### config.mk
export PLATFORM = sky130hd
export DESIGN_NAME = factorial_engine_flat
export DESIGN_NICKNAME = d
export VERILOG_FILES = /design/src/rtl/factorial_engine_if.sv /design/src/rtl/factorial_engine.sv /design/src/flat_wrapper.sv
export SDC_FILE = /design/constraint.sdc
export NUM_CORES = 1
export LEC_CHECK = 0
export BUFFER_PORTS_ARGS = -buffer_cell sky130_fd_sc_hd__buf_2
export CORE_ASPECT_RATIO = 0.5
export CORE_MARGIN = 5
export CORE_UTILIZATION = 64
export DETAILED_ROUTE_END_ITERATION = 12
export GPL_ROUTABILITY_DRIVEN = 0
export PLACE_DENSITY = 0.93
export SLEW_MARGIN = 30
export SYNTH_ARGS = -nofsm -noshare
export SYNTH_HDL_FRONTEND = slang
export SYNTH_SLANG_ARGS = --single-unit
### constraint.sdc
create_clock -name clk -period 9.4 [get_ports clk]
set_clock_uncertainty 0.05 [all_clocks]
set_input_delay 0.47 -clock clk [delete_from_list [all_inputs] [get_ports clk]]
set_output_delay 0.47 -clock clk [all_outputs]
set_load 0.01 [all_outputs]
### src/rtl/factorial_engine_if.sv
// Host-side bundle for factorial_engine: request (start/operand/mode/abort) and result/status.
// Handshake: start_i is a one-shot valid; the engine is ready whenever busy_o is low or done_o is high.
// A request presented without ready is dropped, not held, and abort_i in the same cycle vetoes it.
interface factorial_engine_if #(
  parameter int N_W   = 8,
  parameter int RES_W = 32
);
  logic             start_i;
  logic [N_W-1:0]   n_i;
  logic             mode_i;
  logic             abort_i;
  logic             busy_o;
  logic             done_o;
  logic [RES_W-1:0] result_o;
  logic             ovf_o;

  modport master (
    output start_i, n_i, mode_i, abort_i,
    input  busy_o, done_o, result_o, ovf_o
  );

  modport slave (
    input  start_i, n_i, mode_i, abort_i,
    output busy_o, done_o, result_o, ovf_o
  );
endinterface

### src/rtl/factorial_engine.sv
// Iterative n! / n!! engine: one multiply per cycle, sticky overflow detection, abortable.
// Results are published in a single DONE cycle; done_o, result_o and ovf_o are registered together.
module factorial_engine #(
  parameter int N_W   = 8,
  parameter int RES_W = 32
) (
  input  logic                  clk,
  input  logic                  rst_n,
  factorial_engine_if.slave     bus,
  output logic [1:0]            state_dbg
);

  localparam int P_W = RES_W + N_W;

  typedef enum logic [1:0] {
    S_IDLE = 2'd0,
    S_RUN  = 2'd1,
    S_DONE = 2'd2
  } state_t;

  state_t           state;
  state_t           state_n;

  logic [RES_W-1:0] acc;
  logic [RES_W-1:0] result_q;
  logic [N_W-1:0]   cnt;
  logic [N_W-1:0]   cnt_dec;
  logic [N_W-1:0]   step;
  logic [P_W-1:0]   prod;
  logic             mode_q;
  logic             ovf_flag;
  logic             ovf_q;
  logic             done_q;
  logic             cnt_ge2;
  logic             accept;
  logic             do_mul;
  logic             publish;

  assign step    = mode_q ? N_W'(2) : N_W'(1);
  assign cnt_ge2 = (cnt >= N_W'(2));
  // Saturating decrement: the counter must never wrap back into the multiply range.
  assign cnt_dec = (cnt >= step) ? (cnt - step) : '0;
  assign prod    = {{N_W{1'b0}}, acc} * {{RES_W{1'b0}}, cnt};

  always_ff @(posedge clk or negedge rst_n) begin
    if (!rst_n) begin
      state <= S_IDLE;
    end else begin
      state <= state_n;
    end
  end

  always_comb begin
    state_n = state;
    accept  = 1'b0;
    do_mul  = 1'b0;
    publish = 1'b0;
    unique case (state)
      S_IDLE: begin
        if (bus.start_i && !bus.abort_i) begin
          accept  = 1'b1;
          state_n = S_RUN;
        end
      end
      S_RUN: begin
        if (bus.abort_i) begin
          state_n = S_IDLE;
        end else if (cnt_ge2) begin
          do_mul = 1'b1;
        end else begin
          state_n = S_DONE;
        end
      end
      S_DONE: begin
        // Abort beats publication: the previous result stays visible.
        publish = !bus.abort_i;
        state_n = S_IDLE;
      end
      default: state_n = S_IDLE;
    endcase
  end

  always_ff @(posedge clk or negedge rst_n) begin
    if (!rst_n) begin
      acc      <= {{(RES_W-1){1'b0}}, 1'b1};
      cnt      <= '0;
      mode_q   <= 1'b0;
      ovf_flag <= 1'b0;
      result_q <= '0;
      ovf_q    <= 1'b0;
      done_q   <= 1'b0;
    end else begin
      done_q <= publish;
      if (accept) begin
        cnt      <= bus.n_i;
        mode_q   <= bus.mode_i;
        acc      <= {{(RES_W-1){1'b0}}, 1'b1};
        ovf_flag <= 1'b0;
      end else if (do_mul) begin
        acc <= prod[RES_W-1:0];
        cnt <= cnt_dec;
        if (|prod[P_W-1:RES_W]) begin
          ovf_flag <= 1'b1;
        end
      end
      if (publish) begin
        result_q <= acc;
        ovf_q    <= ovf_flag;
      end
    end
  end

  // busy_o stays up through the done_o cycle so it falls one cycle after the pulse.
  assign bus.busy_o   = (state != S_IDLE) || done_q;
  assign bus.done_o   = done_q;
  assign bus.result_o = result_q;
  assign bus.ovf_o    = ovf_q;
  assign state_dbg    = state;

endmodule
### src/flat_wrapper.sv
// flat-port wrapper written by rule: the top's interface ports become plain ports
module factorial_engine_flat 
#(
  parameter int N_W   = 8,
  parameter int RES_W = 32
)
  (clk, rst_n, state_dbg, bus_start_i, bus_n_i, bus_mode_i, bus_abort_i, bus_busy_o, bus_done_o, bus_result_o, bus_ovf_o);
  factorial_engine_if #(.N_W(N_W), .RES_W(RES_W)) bus_i ();
  input  logic clk;
  input  logic rst_n;
  output logic [1:0] state_dbg;
  input wire logic [$bits(bus_i.start_i)-1:0] bus_start_i;
  input wire logic [$bits(bus_i.n_i)-1:0] bus_n_i;
  input wire logic [$bits(bus_i.mode_i)-1:0] bus_mode_i;
  input wire logic [$bits(bus_i.abort_i)-1:0] bus_abort_i;
  output wire logic [$bits(bus_i.busy_o)-1:0] bus_busy_o;
  output wire logic [$bits(bus_i.done_o)-1:0] bus_done_o;
  output wire logic [$bits(bus_i.result_o)-1:0] bus_result_o;
  output wire logic [$bits(bus_i.ovf_o)-1:0] bus_ovf_o;
  assign bus_i.start_i = bus_start_i;
  assign bus_i.n_i = bus_n_i;
  assign bus_i.mode_i = bus_mode_i;
  assign bus_i.abort_i = bus_abort_i;
  assign bus_busy_o = bus_i.busy_o;
  assign bus_done_o = bus_i.done_o;
  assign bus_result_o = bus_i.result_o;
  assign bus_ovf_o = bus_i.ovf_o;
  factorial_engine #(.N_W(N_W), .RES_W(RES_W)) u_core (.clk(clk), .rst_n(rst_n), .bus(bus_i), .state_dbg(state_dbg));
endmodule
==> flow_metrics.env <==
export IMPL_status="completed"
export IMPL_crit_chain="and2_1 > fa_1 > inv_1 > fa_1 > fa_1 > fa_1 > inv_1 > ha_1 > and3_1 > a221oi_2 > o21ai_1 > a221oi_1 > o21ai_0 > nor4_1 > nand3_1 > nor4b_2 > a41oi_2"
export IMPL_drt_iter0_drc=733
export IMPL_ys_warnings_count=0
export IMPL_synth_edf_count=0
export IMPL_antenna_left=0
export IMPL_wl_per_cell_um=19.2
export IMPL_p_leak_uw=0.00610
export IMPL_syn_num_nets=1443
export IMPL_grt_use_total_pct=28.0
export IMPL_post_route_cells_drive_above_1_share_pct=10.7
export IMPL_fmax_mhz=172
export IMPL_tns_ns=0
export IMPL_path_delay_family="adder cells"
export IMPL_finalSetupViolCount=0
export IMPL_peakVddDrop_v=0.000177
export IMPL_crit_fanout=36
export IMPL_clkLatencyLatePin_ns=0.36
export IMPL_cts_num_sinks=78
export IMPL_cts_clk_slew_worst_paths_ns=0.08
export IMPL_cp_arrival_ns=5.99
export IMPL_async_flop_share_pct=100
export IMPL_core_um2=17300
export IMPL_syn_to_final_growth_pct=5.71
export IMPL_slew_viol_final=0
export IMPL_yosysSeqAreaShare_pct=17.4
export IMPL_critPathMostFrequentCell="fa_1"
export IMPL_worstSetupEndpointType="flop"
export IMPL_die_h_um=104
export IMPL_multi_input_area_um2=8400
export IMPL_antenna_found_initial=0
export IMPL_grt_max_degree=79
export IMPL_power_density_nw_per_um2=327
export IMPL_cp_required_ns=9.57
export IMPL_cpPeakStageDelay_ns=0.79
export IMPL_final_common_cell="and2_1"
export IMPL_die_w_um=197
export IMPL_grt_setup_unrepaired="false"
export IMPL_avgSynthCellArea_um2=9.44
export IMPL_io_pins=50
export IMPL_layout_min_cycle_time_ns=5.82
export IMPL_syn_inst=1187
export IMPL_grt_overflow_total=0
export IMPL_cts_made_buffers=9
export IMPL_start_util_pct=64.9
export IMPL_rows=34
export IMPL_wl_um=27500
export IMPL_nFillCells=1218
export IMPL_grt_pass1_vias=9777
export IMPL_power_total_uw=3870
export IMPL_hp_class="in -> async"
export IMPL_regArea_um2=1960
export IMPL_cts_setup_buffers=0
export IMPL_hpwl_um=20200
export IMPL_port_buffers=49
export IMPL_fp_dieArea_um2=20400
export IMPL_crit_buf_inv=2
export IMPL_synth_top_area_share_pct=32.3
export IMPL_synth_top_cell_by_area="fa_1"
export IMPL_cts_buffer_depth=2
export IMPL_cts_root_buf="clkbuf_16"
export IMPL_worstMarginPinSlew_ns=0.746
export IMPL_synth_area_um2=11200
export IMPL_vias_per_cell=6.15
export IMPL_h_tree_depth=3
export IMPL_dr_total_vias=8802
export IMPL_synthFlopType="dfrtp_1"
export IMPL_startpoint_type="flop"
export IMPL_post_route_util_pct=68.6
export IMPL_ys_types=61
export IMPL_ys_ff_latch=78
export IMPL_criticalPathCategory="reg -> reg"
export IMPL_ctsHoldBuffers=0
export IMPL_max_slew_margin_rel_pct=50.3
export IMPL_grt_pass1_wl_um=46400
export IMPL_maxCapViolations=0
export IMPL_drtPass1Iterations=6
export IMPL_fin_crit_sh_pct=61.9
export IMPL_drc_errors=0
export IMPL_cts_tree="done"
export IMPL_finalHoldViolCount=0
export IMPL_antenna_cells=0
export IMPL_nNetsFinal=1448
export IMPL_most_common_layout_cells="and2_1, fa_1, inv_1"
export IMPL_cp_slowest_cell="dfrtp_2"
export IMPL_cts_resized=0
export IMPL_yosys_top_cells_area="fa_1, dfrtp_1, and2_1"
-- synthesized netlist by cell type (3+ instances only) --
library cell  instances
a211oi_2              3
a21o_1               14
a21oi_1              37
a221o_1               3
a31oi_1               4
a32oi_1               3
and2_1              213
and3_1                8
buf_1                 5
clkbuf_1             50
dfrtp_1              77
fa_1                181
ha_1                 62
inv_1               168
mux2_2               34
nand2_1              95
nand3_1              42
nand4_1               3
nor2_1               24
nor2b_1               4
nor3_1                7
nor3b_1               4
nor4_1                4
o211ai_1              7
o21a_1                5
o21ai_0              48
o21ai_1               7
xnor2_1              16
xor2_1               15
-- layer usage --
metal	GRT usage [%]	vias to the layer above	part of all wire, %
li1	-	3764	-
met2	48.6	448	52
met4	15.6	0	4.9
met1	32.6	4464	36
met5	0	-	0
met3	5.51	126	7.4
-- worst paths after layout --
| path | start | end | slack (ns) | cells past startpoint |
|---|---|---|---|---|
| worst max register to register | u_core.cnt[3]$_DFFE_PN0P_ | u_core.ovf_flag$_DFFE_PN0P_ | 3.58 | 17 |
| worst max-delay path | u_core.cnt[3]$_DFFE_PN0P_ | u_core.ovf_flag$_DFFE_PN0P_ | 3.58 | 17 |
| worst min register to register | u_core.bus.result_o[23]$_DFFE_PN0P_ | u_core.bus.result_o[23]$_DFFE_PN0P_ | 0.45 | 1 |
| min in group clk | bus_n_i[7] | u_core.cnt[7]$_DFFE_PN0P_ | 0.27 | 3 |
| worst min-delay path | rst_n | u_core.acc[14]$_DFFE_PN0P_ | 0.11 | 1 |
| max in group asynchronous | rst_n | u_core.cnt[2]$_DFFE_PN0P_ | 8.64 | 1 |
-- metrics by stage --
step / cell area, um2 / std cells / hold slack [ns] / setup slack (ns)
6_report: 11800 / 1431 / 0.112 / 3.58
3_3_place_gp: 11500 / 1415 / 0.437 / 3.63
4_1_cts: 11800 / 1431 / 0.258 / 3.32
5_1_grt: 11800 / 1431 / 0.182 / 3.37
3_5_place_dp: 11500 / 1415 / 0.440 / 3.31
2_1_floorplan: 11200 / 1187 / 0.124 / 4.27
-- worst reg2reg max path, stage by stage, from the launching register on --
cell and delay (ns):
dfrtp_2 0.79, and2_1 0.26, fa_1 0.43, inv_1 0.08
fa_1 0.43, fa_1 0.52, fa_1 0.55, inv_1 0.04
ha_1 0.40, and3_1 0.27, a221oi_2 0.28, o21ai_1 0.14
a221oi_1 0.31, o21ai_0 0.21, nor4_1 0.37, nand3_1 0.14
nor4b_2 0.26, a41oi_2 0.15
-- where the power goes --
part,total (uW),switching [uW],internal (uW)
logic,2830,1680,1150
registers,685,281,404
clock network,347,167,180
-- sequential cells by signal, indices dropped and copies added (netlist names) --
name                 count
u_core.acc              32
u_core.bus.done_o        1
u_core.bus.ovf_o         1
u_core.bus.result_o     32
u_core.cnt               8
u_core.mode_q            1
u_core.ovf_flag          1
u_core.state_dbg         2
-- kinds of logic after synthesis --
logic type | after synthesis | share of synthesized area (%)
DFF | 78 | 17.4
and+or+nand+nor | 412 | 20.0
AOI/OAI and AO/OA | 159 | 9.42
adders and majority gates | 243 | 39.3
buffers and inverters | 227 | 7.69
muxes | 37 | 3.73
xor gates and xnor gates | 31 | 2.42
-- layout make-up --
cell class	instances	share of cell area, %
multi-input combinational	882	70.9
sequential	78	16.6
inverter	168	5.32
tap	234	2.47
timing repair buffer	53	2.38
clock buffer	9	1.90
clock inverter	7	0.423
Power figures use the tool's default switching activity.
